`config.mk`:
```
export PLATFORM = sky130hd
export DESIGN_NAME = serv_lsu_seq
export DESIGN_NICKNAME = d
export VERILOG_FILES = /design/src/rtl/serv_lsu_defs.sv /design/src/rtl/serv_lsu_cnt.sv /design/src/rtl/serv_lsu_seq.sv
export SDC_FILE = /design/constraint.sdc
export NUM_CORES = 1
export LEC_CHECK = 0
export CAP_MARGIN = 20
export CORE_MARGIN = 1.5
export CORE_UTILIZATION = 41
export CTS_CLUSTER_DIAMETER = 80
export CTS_CLUSTER_SIZE = 40
export DETAILED_ROUTE_END_ITERATION = 10
export PLACE_DENSITY = 0.79
export SYNTH_ARGS = -nofsm -noshare
export SYNTH_HDL_FRONTEND = slang
export SYNTH_SLANG_ARGS = --single-unit
```
`constraint.sdc`:
```
create_clock -name i_clk -period 1.4 [get_ports i_clk]
set_input_delay 0.21 -clock i_clk [delete_from_list [all_inputs] [get_ports i_clk]]
set_output_delay 0.21 -clock i_clk [all_outputs]
set_load 0.03 [all_outputs]
```
`src/rtl/serv_lsu_defs.sv`:
```
// serv_lsu_defs -- shared definitions for the serial load/store sequencer.
//   state_e : sequencer phases (IDLE, INIT, CHECK, BUS, RUN)
//   CNT_W   : width of the in-phase bit counter
//   TO_W    : width of the optional bus-wait counter
package serv_lsu_defs;

  localparam int unsigned CNT_W = 5;
  localparam int unsigned TO_W  = 8;

  typedef enum logic [2:0] {
    ST_IDLE  = 3'd0,
    ST_INIT  = 3'd1,
    ST_CHECK = 3'd2,
    ST_BUS   = 3'd3,
    ST_RUN   = 3'd4
  } state_e;

endpackage

```
`src/rtl/serv_lsu_cnt.sv`:
```
// serv_lsu_cnt -- 5-bit phase counter shared by the INIT and RUN phases.
//   i_clk, i_rst : clock, asynchronous active-high reset
//   i_clr        : synchronous clear (priority over i_en)
//   i_en         : count enable; wraps 31 -> 0
//   o_cnt        : current count
//   o_done       : i_en while the count is at its last value
module serv_lsu_cnt
  import serv_lsu_defs::*;
(
  input  logic             i_clk,
  input  logic             i_rst,
  input  logic             i_clr,
  input  logic             i_en,
  output logic [CNT_W-1:0] o_cnt,
  output logic             o_done
);

  logic [CNT_W-1:0] cnt_q, cnt_d;

  always_comb begin
    cnt_d = cnt_q;
    if (i_clr) begin
      cnt_d = '0;
    end else if (i_en) begin
      cnt_d = cnt_q + CNT_W'(1);
    end
  end

  always_ff @(posedge i_clk or posedge i_rst) begin
    if (i_rst) begin
      cnt_q <= '0;
    end else begin
      cnt_q <= cnt_d;
    end
  end

  assign o_cnt  = cnt_q;
  assign o_done = i_en & (cnt_q == '1);

endmodule

```
`src/rtl/serv_lsu_seq.sv`:
```
// serv_lsu_seq -- phase sequencer for the bit-serial load/store datapath.
// Steps an access through INIT (32 shift cycles), CHECK (misalign), BUS
// (Wishbone cycle) and, for loads, RUN (32 result shift cycles).
//   i_clk, i_rst        : clock, asynchronous active-high reset
//   i_start, i_store    : access request and direction (sampled in IDLE)
//   i_misalign          : misalign flag, sampled in CHECK
//   i_wb_ack            : data-bus acknowledge
//   o_busy/o_init/o_en  : phase decodes for the datapath
//   o_cnt/o_bytecnt     : bit counter and its byte index
//   o_cnt_done          : last bit of an enabled phase
//   o_wb_cyc/o_wb_we    : registered bus request
//   o_trap/o_done       : one-cycle misalign / completion pulses
//   o_bus_err           : one-cycle bus timeout pulse
// Optional macro SERV_LSU_TIMEOUT_EN builds a bus-wait limit of
// TIMEOUT_CYCLES cycles; otherwise BUS waits forever and o_bus_err is 0.
module serv_lsu_seq
  import serv_lsu_defs::*;
#(
  parameter int unsigned WITH_CSR       = 1,
  parameter int unsigned TIMEOUT_CYCLES = 255
) (
  input  logic             i_clk,
  input  logic             i_rst,
  input  logic             i_start,
  input  logic             i_store,
  input  logic             i_misalign,
  input  logic             i_wb_ack,
  output logic             o_busy,
  output logic             o_init,
  output logic             o_en,
  output logic [CNT_W-1:0] o_cnt,
  output logic [1:0]       o_bytecnt,
  output logic             o_cnt_done,
  output logic             o_wb_cyc,
  output logic             o_wb_we,
  output logic             o_trap,
  output logic             o_done,
  output logic             o_bus_err
);

  state_e state_q, state_d;
  logic   store_q, store_d;
  logic   cyc_q, cyc_d;
  logic   we_q, we_d;
  logic   trap_q, trap_d;
  logic   done_q, done_d;
  logic   cnt_clr;
  logic   cnt_last;

`ifdef SERV_LSU_TIMEOUT_EN
  localparam logic [TO_W-1:0] TO_LIMIT = TO_W'(TIMEOUT_CYCLES - 1);
  logic [TO_W-1:0] wait_q, wait_d;
  logic            err_q, err_d;
`endif

  assign o_busy = (state_q != ST_IDLE);
  assign o_init = (state_q == ST_INIT);
  assign o_en   = (state_q == ST_INIT) || (state_q == ST_RUN);

  serv_lsu_cnt u_cnt (
    .i_clk  (i_clk),
    .i_rst  (i_rst),
    .i_clr  (cnt_clr),
    .i_en   (o_en),
    .o_cnt  (o_cnt),
    .o_done (cnt_last)
  );

  assign o_bytecnt  = o_cnt[CNT_W-1:CNT_W-2];
  assign o_cnt_done = cnt_last;

  always_comb begin
    state_d = state_q;
    store_d = store_q;
    cyc_d   = cyc_q;
    we_d    = we_q;
    trap_d  = 1'b0;
    done_d  = 1'b0;
    cnt_clr = 1'b0;
`ifdef SERV_LSU_TIMEOUT_EN
    wait_d  = wait_q;
    err_d   = 1'b0;
`endif
    unique case (state_q)
      ST_IDLE: begin
        if (i_start) begin
          store_d = i_store;
          cnt_clr = 1'b1;
          state_d = ST_INIT;
        end
      end
      ST_INIT: begin
        if (cnt_last) state_d = ST_CHECK;
      end
      ST_CHECK: begin
        if ((WITH_CSR != 0) && i_misalign) begin
          trap_d  = 1'b1;
          state_d = ST_IDLE;
        end else begin
          cyc_d   = 1'b1;
          we_d    = store_q;
          state_d = ST_BUS;
`ifdef SERV_LSU_TIMEOUT_EN
          wait_d  = '0;
`endif
        end
      end
      ST_BUS: begin
        // ack is checked before the wait limit so a same-cycle ack completes
        if (i_wb_ack) begin
          cyc_d = 1'b0;
          we_d  = 1'b0;
          if (store_q) begin
            done_d  = 1'b1;
            state_d = ST_IDLE;
          end else begin
            cnt_clr = 1'b1;
            state_d = ST_RUN;
          end
        end
`ifdef SERV_LSU_TIMEOUT_EN
        else if (wait_q == TO_LIMIT) begin
          cyc_d   = 1'b0;
          we_d    = 1'b0;
          err_d   = 1'b1;
          state_d = ST_IDLE;
        end else begin
          wait_d = wait_q + TO_W'(1);
        end
`endif
      end
      ST_RUN: begin
        if (cnt_last) begin
          done_d  = 1'b1;
          state_d = ST_IDLE;
        end
      end
      default: state_d = ST_IDLE;
    endcase
  end

  always_ff @(posedge i_clk or posedge i_rst) begin
    if (i_rst) begin
      state_q <= ST_IDLE;
      store_q <= 1'b0;
      cyc_q   <= 1'b0;
      we_q    <= 1'b0;
      trap_q  <= 1'b0;
      done_q  <= 1'b0;
`ifdef SERV_LSU_TIMEOUT_EN
      wait_q  <= '0;
      err_q   <= 1'b0;
`endif
    end else begin
      state_q <= state_d;
      store_q <= store_d;
      cyc_q   <= cyc_d;
      we_q    <= we_d;
      trap_q  <= trap_d;
      done_q  <= done_d;
`ifdef SERV_LSU_TIMEOUT_EN
      wait_q  <= wait_d;
      err_q   <= err_d;
`endif
    end
  end

  assign o_wb_cyc = cyc_q;
  assign o_wb_we  = we_q;
  assign o_trap   = trap_q;
  assign o_done   = done_q;

`ifdef SERV_LSU_TIMEOUT_EN
  assign o_bus_err = err_q;
`else
  // no timeout logic: constant 0, parameter retained for override compatibility
  assign o_bus_err = 1'b0 && (TIMEOUT_CYCLES != 0);
`endif

endmodule

```
**After elaboration in Yosys (flattened, before gate mapping)**

Index checks and enable logic that the tools add are counted.

- Add/subtract/negate cells: 1
- Eq/ne operators: 10
- Mux-type cells: 24
- Bitwise operators: 1
- Reduce and logical (&&, ||, !) cells: 8

Operators with widths:

| kind | count |
|---|---|
| 2-to-1 mux 3 bit | 5 |
| one-hot mux 3 bit (5 select lines) | 1 |
| 2-to-1 mux 1 bit | 11 |
| 2-to-1 mux 5 bit | 2 |
| inequality test 2 bit, second input constant | 4 |
| one-hot mux 1 bit (2 select lines) | 4 |
| == test 3 x 2 -> 1 bit, second input constant | 2 |
| adder 5 x 1 -> 5 bit, second input constant | 1 |
| == test 5 bit, second input constant | 1 |
| AND reduction 4 bit | 1 |
| nonzero test 2 bit | 2 |
| == test 3 x 1 -> 1 bit, second input constant | 1 |
| == test 3 bit, second input constant | 1 |
| zero test 3 bit | 1 |
| AND reduction 3 bit | 1 |
| nonzero test 3 bit | 1 |
| 2-to-1 mux 2 bit | 1 |
| inequality test 2 x 1 -> 1 bit, second input constant | 1 |
| AND reduction 2 bit | 1 |
| AND 1 bit | 1 |
| logical OR 1 bit | 1 |

- Register bits after elaboration: 13
- Input bits: 6
- Output and inout bits: 16

**Logic depth before layout (Yosys ltp)**

- Word-level depth: 5
- Mapped depth: 6

**Hierarchy**

From an unflattened synthesis, not the netlist that was laid out.

- Cell total of the unflattened synthesis: 76
- Area, all modules: 760.7 µm²

Modules (own cells, without submodules):

| module | instances | cells each | area each (µm²) | sequential area each (µm²) |
|---|---|---|---|---|
| serv_lsu_seq | 1 | 52 | 473.0 | 200.2 |
| serv_lsu_cnt | 1 | 24 | 287.8 | 125.1 |

**Worst setup path after synthesis**

OpenSTA, ideal clock, no wires.

- Kind: reg-to-reg
- Start point: reg u_cnt.cnt_q[0] (netlist: u_cnt.o_cnt[0])
- End point: reg state_q[2]
- Library setup time: 83 ps
- Arrival time: 1554 ps
- Setup slack: -237 ps
- Cell stages (with the launch flop): 6
- Clock period less this slack: 1637 ps
- Cell sequence: dfrtp_1 ha_1 and3_1 ha_1 or4_1 o21ai_0

- Longest elaborated chain between the ends: 4
- Elaborated cells on any way between the ends: 5
- Those cells by class: eq/ne (3); bitwise (1); reduce/logical (1)

RTL lines:

| element | line | RTL |
|---|---|---|
| start, declared | serv_lsu_cnt.sv:18 | `logic [CNT_W-1:0] cnt_q, cnt_d;` |
| start signal, assigned | serv_lsu_cnt.sv:33 | `cnt_q <= cnt_d;` |
| == test 5 bit (*) | serv_lsu_cnt.sv:38 | `assign o_done = i_en & (cnt_q == '1);` |
| AND 1 bit (*) | serv_lsu_cnt.sv:38 |  |
| inequality test 2 bit (no line) / inequality test 2 x 1 -> 1 bit (equally long branches) | -- |  |
| AND reduction 4 bit (no line) (*) | -- |  |
| end signal, assigned | serv_lsu_seq.sv:155 | `state_q <= state_d;` |
| end, declared | serv_lsu_seq.sv:41 | `state_e state_q, state_d;` |

Mark *: on every way between the ends. The rest lies on a longest branch, timed or not.
A chain may end at the register's enable or synchronous reset.

**Worst setup path after layout**

- Start point: reg u_cnt.cnt_q[1] (netlist: u_cnt.o_cnt[1])
- End point: out o_cnt_done

- Longest elaborated chain between the ends: 2

RTL lines:

| element | line | RTL |
|---|---|---|
| == test 5 bit | serv_lsu_cnt.sv:38 |  |
| AND 1 bit | serv_lsu_cnt.sv:38 |  |
| end, declared | serv_lsu_seq.sv:33 | `output logic o_cnt_done,` |

Every way passes these cells.

==> results.yml <==
run_status:
  status: "finished, violations left"
  failed_checks: "setup timing"
critical_path:
  critical_path_required_ns: 1.19
  slowest_stage: "dfrtp_2"
  ff2ff_path_depth: 6
  end_kind: "primary output"
  cpPeakStageDelay_ns: 0.43
  crit_type: "register to primary output"
  start_kind: "register"
  worstPathCellList: "ha_4, and3_4, ha_4, and3_4, buf_6"
  arrival_ns: 1.47
  ff2ff_setup_slack_ns: -0.22
  reg2reg_from: "u_cnt.o_cnt[1]"
  worstReg2RegEnd: "state_q[2]"
  cp_max_fo: 2
power:
  p_int_mw: 1.18
  leakage_nw: 0.542
  pwr-share-clk: 0.112
  report.power.total_mw: 2.09
  power.density_nw_per_um2: 1740
  p_seq_frac: 0.288
  pwr-share-comb: 0.600
  sw_frac_of_total: 0.437
  switchingPower_mw: 0.912
  irDropWorstVdd_mv: 1.01
cts:
  cts_max_level: 1
  cts_root_buf: "clkbuf_4"
  cts_tree: "yes"
  clockBufferDepth: 2
  cts_made_buffers: 3
  ctsHoldBuffers: 0
  clock-sinks: 13
  clk_latency_ns: 0.27
  cts.clk_slew.worst_paths_ns: 0.08
routing:
  num_vias: 763
  wl_per_cell_um: 13.9
  drc: 0
  drtPass1Iterations: 4
  wirelength_um: 1980
  avgViaCountPerCell: 5.37
  postRouteAntennaNets: 0
  drt_iter0_markers: 4
worst_hold_path:
  hp-class: "input pin to async pin"
global_routing:
  grt_max_degree: 14
  antenna_found_initial: 0
  grt_pass1_vias: 728
  grt_pass1_wl_um: 2990
  overflow: 0
  grtUsageTotal: 0.199
layout:
  final_cells: 142
  final_area_um2: 1200
  nNetsFinal: 126
  area_growth_pct: 61.2
  num_antenna_cells: 0
  multi_input_area_um2: 467
  fin_util: 0.704
  fillers: 131
  drive_above_1_share: 0.427
  ff_latch_area_um2: 329
logic_synthesis:
  yosysTopAreaCell: "dfrtp_1"
  synth_edf_count: 0
  netlist.area_leader.share: 0.436
  syn-num-nets: 90
  yosys_warnings: 0
  synth_cell_types: 31
  syn-instance-count: 82
  synth-async-reset-ratio: 1.00
  ys_seq_area_frac: 0.436
  syn_area_um2: 746
  dominantRegCellSynth: "dfrtp_1"
  syn_avg_cell_area_um2: 9.09
  synth-seq-cells: 13
  synthTopCellsByArea: "dfrtp_1 44%, a21oi_1 5.4%, o21ai_0 4.7%"
sta:
  slew_viol_final: 0
  max_clock_freq_mhz: 596
  hold_violations: 0
  worst_slack_ns: -0.277
  max_slew.worst_pin.slew_ns: 0.523
  relSlewSlack: 0.651
  rsz0062_at_grt: "true"
  final-setup-viol-count: 7
  setup-tns-final_ns: -0.907
  fin_crit_sh: 1.20
  finClkSkew_ns: 0.00350
  fin_crit_ns: 1.68
floorplanning:
  core_area_um2: 1710
  fp.dieH_um: 45.6
  std_cell_rows: 15
  ios: 22
  dieArea_um2: 2080
  die_width_um: 45.6
  start_util: 0.437
flow_run:
  drv_cap: 0
placement:
  placedInstanceArea_um2: 1050
  port_buffers: 20
  placed_cells: 131
  place_congestion: 0.754
  hpwl_um: 1310
[sequential cells by signal, indices dropped and copies added, names as in the netlist]
register / cells
state_q: 3
u_cnt.o_cnt: 5
o_wb_cyc: 1
store_q: 1
o_trap: 1
o_done: 1
o_wb_we: 1
[placed cells by master, fill, tap and decap left out, types with 3 or more instances in the layout]
| master | n |
|---|---|
| dfrtp_1 | 10 |
| o21ai_0 | 6 |
| nand3_1 | 5 |
| clkdlybuf4s50_1 | 5 |
| a21oi_1 | 6 |
| buf_6 | 4 |
| clkbuf_4 | 3 |
| dlygate4sd2_1 | 9 |
| inv_1 | 4 |
| dfrtp_2 | 3 |
| nand2_1 | 4 |
| buf_4 | 18 |
[area by class of cell]
class                   count  share of cell area
multi-input cells          56               0.388
flip-flops and latches     13               0.274
repair buffers             38               0.265
well taps                  25              0.0260
inverters                   6              0.0250
clock buffers               4              0.0219
[logic make-up (layout without fill, tap and decap cells)]
logic type	count (synthesis)	after routing	synth area share
AOI/OAI and AO/OA	23	23	0.186
xor gates and xnor gates	2	2	0.0336
adders and majority gates	2	2	0.0336
buffers and inverters	13	48	0.0872
DFF	13	13	0.436
other	1	1	0.00503
and+or+nand+nor	28	28	0.218
[per-layer routing]
metal | global-route usage | vias to the layer above | share of wire
met1 | 0.224 | 369 | 0.42
met3 | 0.0317 | 2 | 0.045
li1 | - | 360 | -
met5 | 0 | - | 0
met4 | 0.0824 | 0 | 0.0076
met2 | 0.363 | 32 | 0.53
[how the worst max path moves through the flow]
| stage | depth (start not counted) | end | start | slack (ns) |
|---|---|---|---|---|
| 2_1_floorplan | 5 | state_q[2] | u_cnt.o_cnt[1] | -0.11 |
| 3_3_place_gp | 4 | u_cnt.o_cnt[1] | i_start | -0.19 |
| 3_5_place_dp | 4 | u_cnt.o_cnt[0] | i_start | -0.22 |
| 4_1_cts | 5 | o_cnt_done | u_cnt.o_cnt[1] | -0.31 |
| 5_1_grt | 5 | o_cnt_done | u_cnt.o_cnt[1] | -0.32 |
| 6_report | 5 | o_cnt_done | u_cnt.o_cnt[1] | -0.28 |
[cells in the mapped netlist (2+ instances only)]
cell type  number
ha_1            2
or4_1           2
o2bb2ai_1       2
clkbuf_1        2
nand2_1         4
nor3_1          2
inv_1           6
or3_1           2
a21oi_1         8
and3_1          3
o21ai_0         7
dfrtp_1        13
nand3_1         6
nand2b_1        3
buf_4           4
[power groups by stage]
| stage | combinational, mW | clock [mW] | sequential (mW) |
|---|---|---|---|
| after floorplan | 0.529 | 0 | 0.770 |
| after global placement | 1.12 | 0 | 0.609 |
| after detailed placement | 1.14 | 0 | 0.618 |
| after CTS | 1.24 | 0.241 | 0.604 |
| after global routing | 1.35 | 0.254 | 0.618 |
| final | 1.25 | 0.233 | 0.601 |
[worst max-delay path: cells and delay by family (launching register included)]
kind | cells | cell delay [ns]
flip-flops | 1 | 0.43
AND/OR/NAND/NOR | 2 | 0.32
buffers and inverters | 1 | 0.13
adder cells (fa/ha/maj) | 2 | 0.31
[per-stage QoR]
stage | setup WS [ns] | hold slack (ns)
4_1_cts | -0.311 | 0.275
6_report | -0.277 | 0.267
5_1_grt | -0.316 | 0.318
2_1_floorplan | -0.112 | 0.0868
3_5_place_dp | -0.216 | 0.507
3_3_place_gp | -0.190 | 0.504
[repair_timing]
item,CTS,global route
setup buffers,8,0
pin swaps,5,3
setup endpoints to repair,17,14
resized for setup,29,12
No activity file was read; power rests on OpenSTA's default activity.
